**src/rtl/spi_reg_bank.sv**
```systemverilog
// SPI-slave (mode 0) control/status register bank, oversampled in the clk domain.
// Define SPI_BURST_EN for unlimited auto-increment bursts; otherwise one data byte per frame.
module spi_reg_bank #(
    parameter int unsigned NUM_OUT_REGS = 8,
    parameter int unsigned NUM_IN_REGS  = 4,
    parameter logic [8*NUM_OUT_REGS-1:0] OUT_RESET = '0
) (
    input  logic                      clk,
    input  logic                      reset,
    input  logic                      spi_cs_n,
    input  logic                      spi_clk,
    input  logic                      spi_mosi,
    output logic                      spi_miso,
    output logic                      spi_miso_oe,
    input  logic [8*NUM_IN_REGS-1:0]  in_regs,
    output logic [8*NUM_OUT_REGS-1:0] out_regs,
    output logic [NUM_OUT_REGS-1:0]   wr_stb,
    output logic [NUM_IN_REGS-1:0]    rd_stb,
    output logic                      frame_active
);

    localparam int unsigned TOTAL_REGS = NUM_OUT_REGS + NUM_IN_REGS;
    localparam logic [6:0]  LAST_ADDR  = 7'(TOTAL_REGS - 1);

`ifdef SPI_BURST_EN
    localparam logic BURST = 1'b1;
`else
    localparam logic BURST = 1'b0;
`endif

    localparam logic [1:0] IDLE   = 2'd0;
    localparam logic [1:0] CMD    = 2'd1;
    localparam logic [1:0] DATA   = 2'd2;
    localparam logic [1:0] IGNORE = 2'd3;

    logic [1:0] state;
    logic [1:0] state_next;

    logic [2:0] cs_sync;
    logic [2:0] sclk_sync;
    logic [1:0] mosi_sync;

    logic       cs_fall;
    logic       cs_rise;
    logic       sclk_rise;
    logic       sclk_fall;
    logic       mosi_bit;
    logic       byte_end;

    logic [2:0] bit_cnt;
    logic [6:0] rx_sr;
    logic [7:0] tx_sr;
    logic [7:0] byte_val;
    logic       byte_done;
    logic       done_cmd;
    logic       rw;
    logic [6:0] addr;
    logic [6:0] addr_next;
    logic [6:0] rd_addr;
    logic [7:0] rd_data;

    // cs sync flops reset to "asserted" so a low cs at reset release does not look like a new frame
    always_ff @(posedge clk) begin
        if (reset) begin
            cs_sync   <= '0;
            sclk_sync <= '0;
            mosi_sync <= '0;
        end else begin
            cs_sync   <= {cs_sync[1:0], spi_cs_n};
            sclk_sync <= {sclk_sync[1:0], spi_clk};
            mosi_sync <= {mosi_sync[0], spi_mosi};
        end
    end

    assign cs_fall   = cs_sync[2] & ~cs_sync[1];
    assign cs_rise   = ~cs_sync[2] & cs_sync[1];
    assign sclk_rise = sclk_sync[1] & ~sclk_sync[2];
    assign sclk_fall = ~sclk_sync[1] & sclk_sync[2];
    assign mosi_bit  = mosi_sync[1];

    always_ff @(posedge clk) begin
        if (reset) begin
            state <= IDLE;
        end else begin
            state <= state_next;
        end
    end

    // Next state; a cs rise overrides any byte completing in the same cycle
    always_comb begin
        state_next = state;
        byte_end   = 1'b0;
        if (sclk_rise && (bit_cnt == 3'd7) && !cs_rise &&
            ((state == CMD) || (state == DATA))) begin
            byte_end = 1'b1;
        end
        if (cs_rise) begin
            state_next = IDLE;
        end else begin
            case (state)
                IDLE:    if (cs_fall) state_next = CMD;
                CMD:     if (byte_end) state_next = DATA;
                DATA:    if (byte_end && !BURST) state_next = IGNORE;
                IGNORE:  state_next = IGNORE;
                default: state_next = IDLE;
            endcase
        end
    end

    // Address sequencing and readback mux
    always_comb begin
        addr_next = (addr == LAST_ADDR) ? 7'd0 : addr + 7'd1;
        rd_addr   = done_cmd ? addr : addr_next;
        rd_data   = 8'h00;
        for (int unsigned k = 0; k < NUM_OUT_REGS; k++) begin
            if (rd_addr == 7'(k)) rd_data = out_regs[8*k +: 8];
        end
        for (int unsigned j = 0; j < NUM_IN_REGS; j++) begin
            if (rd_addr == 7'(NUM_OUT_REGS + j)) rd_data = in_regs[8*j +: 8];
        end
    end

    always_ff @(posedge clk) begin
        if (reset) begin
            bit_cnt      <= '0;
            rx_sr        <= '0;
            tx_sr        <= '0;
            byte_val     <= '0;
            byte_done    <= 1'b0;
            done_cmd     <= 1'b0;
            rw           <= 1'b0;
            addr         <= '0;
            out_regs     <= OUT_RESET;
            wr_stb       <= '0;
            rd_stb       <= '0;
            spi_miso     <= 1'b0;
            spi_miso_oe  <= 1'b0;
            frame_active <= 1'b0;
        end else begin
            wr_stb    <= '0;
            rd_stb    <= '0;
            byte_done <= 1'b0;
            if (cs_rise) begin
                frame_active <= 1'b0;
                spi_miso_oe  <= 1'b0;
                spi_miso     <= 1'b0;
                tx_sr        <= '0;
            end else if (state == IDLE) begin
                if (cs_fall) begin
                    frame_active <= 1'b1;
                    spi_miso_oe  <= 1'b1;
                    spi_miso     <= 1'b0;
                    tx_sr        <= '0;
                    bit_cnt      <= '0;
                end
            end else begin
                if (sclk_rise) begin
                    bit_cnt <= bit_cnt + 3'd1;
                    rx_sr   <= {rx_sr[5:0], mosi_bit};
                end
                if (byte_end) begin
                    byte_val  <= {rx_sr, mosi_bit};
                    byte_done <= 1'b1;
                    done_cmd  <= (state == CMD);
                    if (state == CMD) begin
                        rw   <= rx_sr[6];
                        addr <= {rx_sr[5:0], mosi_bit};
                    end
                end
                if (sclk_fall) begin
                    spi_miso <= tx_sr[7];
                    tx_sr    <= {tx_sr[6:0], 1'b0};
                end
                // Act on the byte captured one cycle earlier
                if (byte_done) begin
                    if (!done_cmd) addr <= addr_next;
                    if (!rw && !done_cmd) begin
                        for (int unsigned k = 0; k < NUM_OUT_REGS; k++) begin
                            if (addr == 7'(k)) begin
                                out_regs[8*k +: 8] <= byte_val;
                                wr_stb[k]          <= 1'b1;
                            end
                        end
                    end
                    if (rw && (done_cmd || BURST)) begin
                        tx_sr <= rd_data;
                        for (int unsigned j = 0; j < NUM_IN_REGS; j++) begin
                            if (rd_addr == 7'(NUM_OUT_REGS + j)) rd_stb[j] <= 1'b1;
                        end
                    end else if (!done_cmd && !BURST) begin
                        tx_sr    <= '0;
                        spi_miso <= 1'b0;
                    end
                end
            end
        end
    end

endmodule

```
**config.mk**
```make
export PLATFORM = sky130hd
export DESIGN_NAME = spi_reg_bank
export DESIGN_NICKNAME = d
export VERILOG_FILES = /design/src/rtl/spi_reg_bank.sv
export SDC_FILE = /design/constraint.sdc
export NUM_CORES = 1
export LEC_CHECK = 0
export CORE_ASPECT_RATIO = 1.75
export CORE_MARGIN = 5
export CORE_UTILIZATION = 47
export CTS_CLUSTER_DIAMETER = 80
export DETAILED_ROUTE_END_ITERATION = 12
export GPL_ROUTABILITY_DRIVEN = 0
export GPL_TIMING_DRIVEN = 0
export PLACE_DENSITY = 0.76
export SLEW_MARGIN = 10
export SYNTH_ARGS = -nofsm -noshare
export SYNTH_HDL_FRONTEND = slang
export SYNTH_SLANG_ARGS = --single-unit
```
**constraint.sdc**
```tcl
create_clock -name clk -period 2.56 [get_ports clk]
set_clock_uncertainty 0.1 [all_clocks]
set_input_delay 0.768 -clock clk [delete_from_list [all_inputs] [get_ports clk]]
set_output_delay 0.768 -clock clk [all_outputs]
set_load 0.02 [all_outputs]
```
# After elaboration in Yosys (flattened, before gate mapping)
# Index checks and enable logic that the tools add are counted.
dict set report totals {
  inputBits 37
  elab_cells 148
  out_inout_bits 79
  ff_bits 124
}
dict set report classes {
  bitwise 13
  n_eq_ne 26
  reduce_logical 32
  n_mux 51
  addsub 2
}
# cell n
set op_table {}
lappend op_table {{8-bit two-way mux} 18}
lappend op_table {{7-bit by 3-bit == test with 1-bit output, second input constant} 8}
lappend op_table {{7-bit two-way mux} 6}
lappend op_table {{5-bit AND reduction} 8}
lappend op_table {{7-bit by 4-bit == test with 1-bit output, second input constant} 5}
lappend op_table {{7-bit by 2-bit == test with 1-bit output, second input constant} 4}
lappend op_table {{1-bit two-way mux} 20}
lappend op_table {{7-bit by 1-bit == test with 1-bit output, second input constant} 2}
lappend op_table {{7-bit zero test} 2}
lappend op_table {{3-bit AND reduction} 4}
lappend op_table {{5-bit OR reduction} 2}
lappend op_table {{3-bit two-way mux} 3}
lappend op_table {{1-bit NOT} 9}
lappend op_table {{2-bit case mux with 4 select lines} 1}
lappend op_table {{7-bit by 1-bit adder with 7-bit output, second input constant} 1}
lappend op_table {{2-bit two-way mux} 3}
lappend op_table {{2-bit inequality test, second input constant} 3}
lappend op_table {{1-bit logical AND} 5}
lappend op_table {{1-bit AND} 4}
lappend op_table {{2-bit == test, second input constant} 2}
lappend op_table {{2-bit AND reduction} 2}
lappend op_table {{4-bit AND reduction} 1}
lappend op_table {{3-bit by 1-bit adder with 3-bit output, second input constant} 1}
lappend op_table {{3-bit == test, second input constant} 1}
lappend op_table {{other kinds (7)} 9}

# Depth between registers and ports, before layout
dict set report depth {
  ltp_word 19
  depth_mapped 11
  ltp_nobuf 9
}

# Least setup slack after synthesis
# Ideal clock, no wire load.
dict set report synth_path {
  kind {register to register}
  startpoint {register addr[0]}
  endpoint {register tx_sr[3]}
  path_slack_ns 0.060
  path_buffers 2
  period_less_slack_ns 2.500
  path_stages_with_launch 12
  setup_ns 0.115
  t_arrival_ns 2.284
  t_required_ns 2.345
  cell_sequence {dfxtp_1 -> buf_4 -> inv_1 -> ha_1 -> nand2b_1 -> a311oi_1 -> a31o_2 -> buf_2 -> nand2_1 -> nor3_1 -> nor3_1 -> and3_1}
}
dict set report synth_between {
  elab_chain_len 19
  elab_cells_between_ends 31
  cone_classes {add/sub: 1; eq/ne: 12; mux: 17; reduce/logical: 1}
}
# element line_no
set synth_rtl {}
lappend synth_rtl {{start: declaration} 57} ;# logic [6:0] addr;
lappend synth_rtl {{start signal: assignment} 167} ;# addr <= {rx_sr[5:0], mosi_bit};
lappend synth_rtl {{start signal: assignment} 176} ;# if (!done_cmd) addr <= addr_next;
lappend synth_rtl {{7-bit by 1-bit adder with 7-bit output / 7-bit by 4-bit == test with 1-bit output (equally long branches)} 112} ;# addr_next = (addr == LAST_ADDR) ? 7'd0 : addr + 7'd1;
lappend synth_rtl {{7-bit two-way mux} 112}
lappend synth_rtl {{7-bit two-way mux (*)} 113} ;# rd_addr = done_cmd ? addr : addr_next;
lappend synth_rtl {{7-bit zero test} 116} ;# if (rd_addr == 7'(k)) rd_data = out_regs[8*k +: 8];
lappend synth_rtl {{8-bit two-way mux (8 in a row)} 116}
lappend synth_rtl {{8-bit two-way mux (3 in a row)} 119} ;# if (rd_addr == 7'(NUM_OUT_REGS + j)) rd_data = in_regs[8*j +: 8];
lappend synth_rtl {{8-bit two-way mux (*)} 119}
lappend synth_rtl {{8-bit two-way mux (*)} 185} ;# if (rw && (done_cmd || BURST)) begin
lappend synth_rtl {{8-bit two-way mux (*)} 175} ;# if (byte_done) begin
lappend synth_rtl {{8-bit two-way mux (*)} 148} ;# end else if (state == IDLE) begin
lappend synth_rtl {{end signal: assignment} 172} ;# tx_sr <= {tx_sr[6:0], 1'b0};
lappend synth_rtl {{end signal: assignment} 186} ;# tx_sr <= rd_data;
lappend synth_rtl {{end: declaration} 52} ;# logic [7:0] tx_sr;
# Every way passes the cells marked *; elsewhere a longest branch is shown, timed or not.
# A chain may end at the register's enable or synchronous reset.

# Final worst setup path
dict set report layout_path {
  startpoint {register addr[4]}
  endpoint {register tx_sr[7]}
}
# Same word-level chain as after synthesis.

==> impl_results.md <==
* CP max-delay cell: mux4_2
* Final WS setup at -0.144 ns
* CP startpoint kind: flop
* H-tree levels at 4
* DR iter-0 viols at 560
* First-pass DRT Iterations at 5
* Worst path arrival time at approximately 2.9 ns
* Violated checks: negative setup slack
* Clock slew at reported path FFs at 0.06 ns
* Min-delay worst type: reg -> reg
* Ports at approximately 120
* YS warnings at 0
* Hold Fails Final Rpt at 0
* # setup viols final at 4
* Crit path time final at about 2.7 ns
* Port Buffers at ~110
* Ys flop type: dfxtp_1
* Aggregate global routing overflow at 0
* Synth top area share at 40.4%
* CP top delay family: compound AO/OA/AOI/OAI gates
* Final net count at 927
* Root Buffer: clkbuf_16
* RSZ-0062 raised after global routing: yes
* Core ar. at 12900 um2
* Post-synth EDFFs at 0
* GRT Total Usage at approximately 29%
* Die Y at between 150 and 200 um
* Max VDD drop at 0.355 mV
* Sw power at between 1 and 1.5 mW
* Die Width at 96.5 um
* Synthesized area per cell at about 8.5 um2
* Seq pwr share at 39.3%
* Max Cap Viol at 0
* GRT met3 Usage at 6.24%
* Share of layout cells above drive strength 1 at 15.4%
* Clock latency on the worst-skew pair at around 0.42 ns
* Crit. Startpoint: addr[4]$_SDFFE_PP0P_
* Area Growth Syn to Fin at 39.6%
* ANT cells at 0
* Via-to-Cell Ratio at 6.04
* Critical path depth at 8
* Largest net degree at the start of global routing at 17
* Clk buf depth at 2
* Worst Path Required at around 2.7 ns
* Final Cycle Share at 106%
* GRT met1 Usage at a little under a third
* Sw frac at ~26%
* Inserted Clock Buffers at 17
* Slew margin rel. at between 40% and 50%
* Die ar. at about 16000 um2
* Slew Limit Fails at 0
* Worst Path Buf+Inv at 1
* Post-DR wirelength/cell at 21.1 um
* Reg2Reg Depth at 8
* Gate power share at 10.1%
* Internal reg-to-reg setup slack at -0.14 ns
* CTS tree: yes
* Initial antenna violation count at 0
* Pwr dens at 584 nW/um2
* Crit path kind: reg -> reg
* Status: finished, violations left
* TritonCTS Sinks at roughly 120
* Vias at 6420
* Starting Density at a little under half
* DRC at 0
* Synthesized flop and latch total at about 120
* Reg2reg start: addr[4]$_SDFFE_PP0P_
* Slowest Stage Delay on Critical Path at between 0.5 and 0.6 ns
* Area leader, netlist: dfxtp_1
* Post-CTS Hold Buffers at 0
* LEAKAGE at ~3.5 nW
* Area contributors post-synth: dfxtp_1 40%, mux2i_1 12%, nor2_1 7.3%
* Cell variety after synth at just over 60
* Clock network fraction of total power at between 50 and 60%
* Routed Antenna Nets at 0
* Register area share after synthesis at between 40% and 50%
* Fin util at 66.7%
* Worst Setup End Kind: flop
* Fillers at slightly above 1000
* Worst reg2reg path endpoint: tx_sr[7]$_SDFFE_PP0P_
* P_int at between 3 and 4 mW
* FP Rows at between 50 and 60
* Synthesized cell area at slightly above 6000 um2
* Syn_nets at 773
* Worst Max-Slew Pin Slew at between 0.8 and 0.9 ns
* DP HPWL at between 15000 and 20000 um
* GR peak layer: met2
* CP Cell Sequence: nor3_4, a21o_1, buf_6, mux4_2, nand2_1, o21ai_1, a222oi_1, o221ai_1
* Critical-path maximum fanout at 7
* Met2 usage at roughly 48%
* Hold_ws at roughly 0.34 ns
* Syn Inst Count at about 730
* DRT Wirelength at roughly 22000 um
* Fmax at 0.370 GHz
* Global-route wire length before repair at approximately 34000 um
* Vias in the first global route at ~6300
* Worst Setup EP: tx_sr[7]$_SDFFE_PP0P_
* Asr flop ratio synth at 0%
cells in the mapped netlist, drive strengths merged (5+ instances only):
cell    count
inv         8
buf        23
nand2      82
a211oi      5
nand2b      8
a21oi      33
o22ai      10
and3        7
nor2b      17
nor2      120
mux2        7
mux2i      77
ha         11
nand3      25
o21ai      25
clkbuf     34
dfxtp     124
o221ai      8
a31o        5
nor3        8
a22oi       8
a31oi       6
a22o        5
power by group through the flow:
stage          sequential (mW)  combinational, mW  clock [mW]
2_1_floorplan             2.01              0.287           0
3_3_place_gp              2.01              0.442           0
3_5_place_dp              2.01              0.446           0
4_1_cts                   1.97              0.468        2.52
5_1_grt                   1.97              0.557        2.62
6_report                  1.97              0.506        2.54
worst min path at each step:
stage | from | end | slack, ns | cells after the start
2_1_floorplan | cs_sync[0]$_SDFF_PP0_ | cs_sync[1]$_SDFF_PP0_ | 0.31 | 1
3_3_place_gp | mosi_sync[0]$_SDFF_PP0_ | mosi_sync[1]$_SDFF_PP0_ | 0.32 | 1
3_5_place_dp | cs_sync[0]$_SDFF_PP0_ | cs_sync[1]$_SDFF_PP0_ | 0.33 | 1
4_1_cts | spi_miso$_SDFFE_PP0P_ | spi_miso$_SDFFE_PP0P_ | 0.35 | 2
5_1_grt | mosi_sync[0]$_SDFF_PP0_ | mosi_sync[1]$_SDFF_PP0_ | 0.36 | 1
6_report | spi_miso$_SDFFE_PP0P_ | spi_miso$_SDFFE_PP0P_ | 0.34 | 2
per-layer routing:
layer | up-vias | wire length (um)
li1 | 2881 | -
met1 | 3024 | 7900
met2 | 392 | 11000
met3 | 123 | 1780
met4 | 0 | 1790
met5 | - | 0
sequential cells by signal (all words and copies together) (netlist names):
| register | flops |
|---|---|
| done_cmd | 1 |
| frame_active | 1 |
| rw | 1 |
| wr_stb | 8 |
| addr | 7 |
| tx_sr | 8 |
| state | 2 |
| byte_val | 8 |
| sclk_sync | 3 |
| out_regs | 64 |
| cs_sync | 3 |
| mosi_sync | 2 |
| rx_sr | 7 |
| rd_stb | 4 |
| spi_miso | 1 |
| byte_done | 1 |
| bit_cnt | 3 |
per-stage QoR:
step | setup TNS (ns) | area, um2 | total power, mW | cells | setup slack (ns)
floorplan | 0 | 6150 | 2.30 | 725 | 0.0603
global placement | -9.91 | 7500 | 2.45 | 1010 | -0.763
detailed placement | -10.22 | 7500 | 2.46 | 1010 | -0.747
CTS | -0.139 | 8460 | 4.96 | 1059 | -0.0943
global route | -1.22 | 8580 | 5.14 | 1063 | -0.236
finish | -0.359 | 8580 | 5.01 | 1063 | -0.144
timing repair:
action | CTS | global route
endpoints found under the setup margin | 46 | 76
pin swaps | 9 | 8
buffers inserted | 16 | 4
cloned | 1 | 0
resized for setup | 45 | 31
logic make-up (layout without fill, tap and decap cells):
logic type	Yosys count	count (layout)	share of synthesized area, %
mux	85	85	14.4
fa+ha+maj	11	11	2.24
simple gates	289	289	21.2
xor+xnor	5	5	0.713
buf+inv	65	232	4.78
compound gates	146	146	16.3
flops	124	124	40.4
final cells by class:
| cell class | instances | area (um2) | share of cell area, % |
|---|---|---|---|
| Clock inverter | 12 | 160 | 1.87 |
| Buffer | 57 | 308 | 3.59 |
| Multi-Input combinational cell | 536 | 3580 | 41.8 |
| Clock buffer | 20 | 457 | 5.32 |
| Timing Repair Buffer | 135 | 1340 | 15.6 |
| Tap cell | 171 | 214 | 2.49 |
| Sequential cell | 124 | 2490 | 29.0 |
| Inverter | 8 | 32.5 | 0.379 |
cell usage in the layout, fill, tap and decap left out, drive strengths merged, types with 10 or more instances in the layout:
master,synthesis,routed
mux2i,77,77
o21ai,25,25
inv,8,11
clkbuf,34,56
dfxtp,124,124
ha,11,11
nand3,25,25
nor2b,17,17
o22ai,10,10
buf,23,41
a21oi,33,33
nand2,82,82
nor2,120,120
clkdlybuf4s50,0,114
tightest hold or removal path: stages, from the launching register on:
cell,delay [ns]
dfxtp_1,0.30
nand2_1,0.05
nand2_1,0.04
No activity file was read; power rests on OpenSTA's default activity.
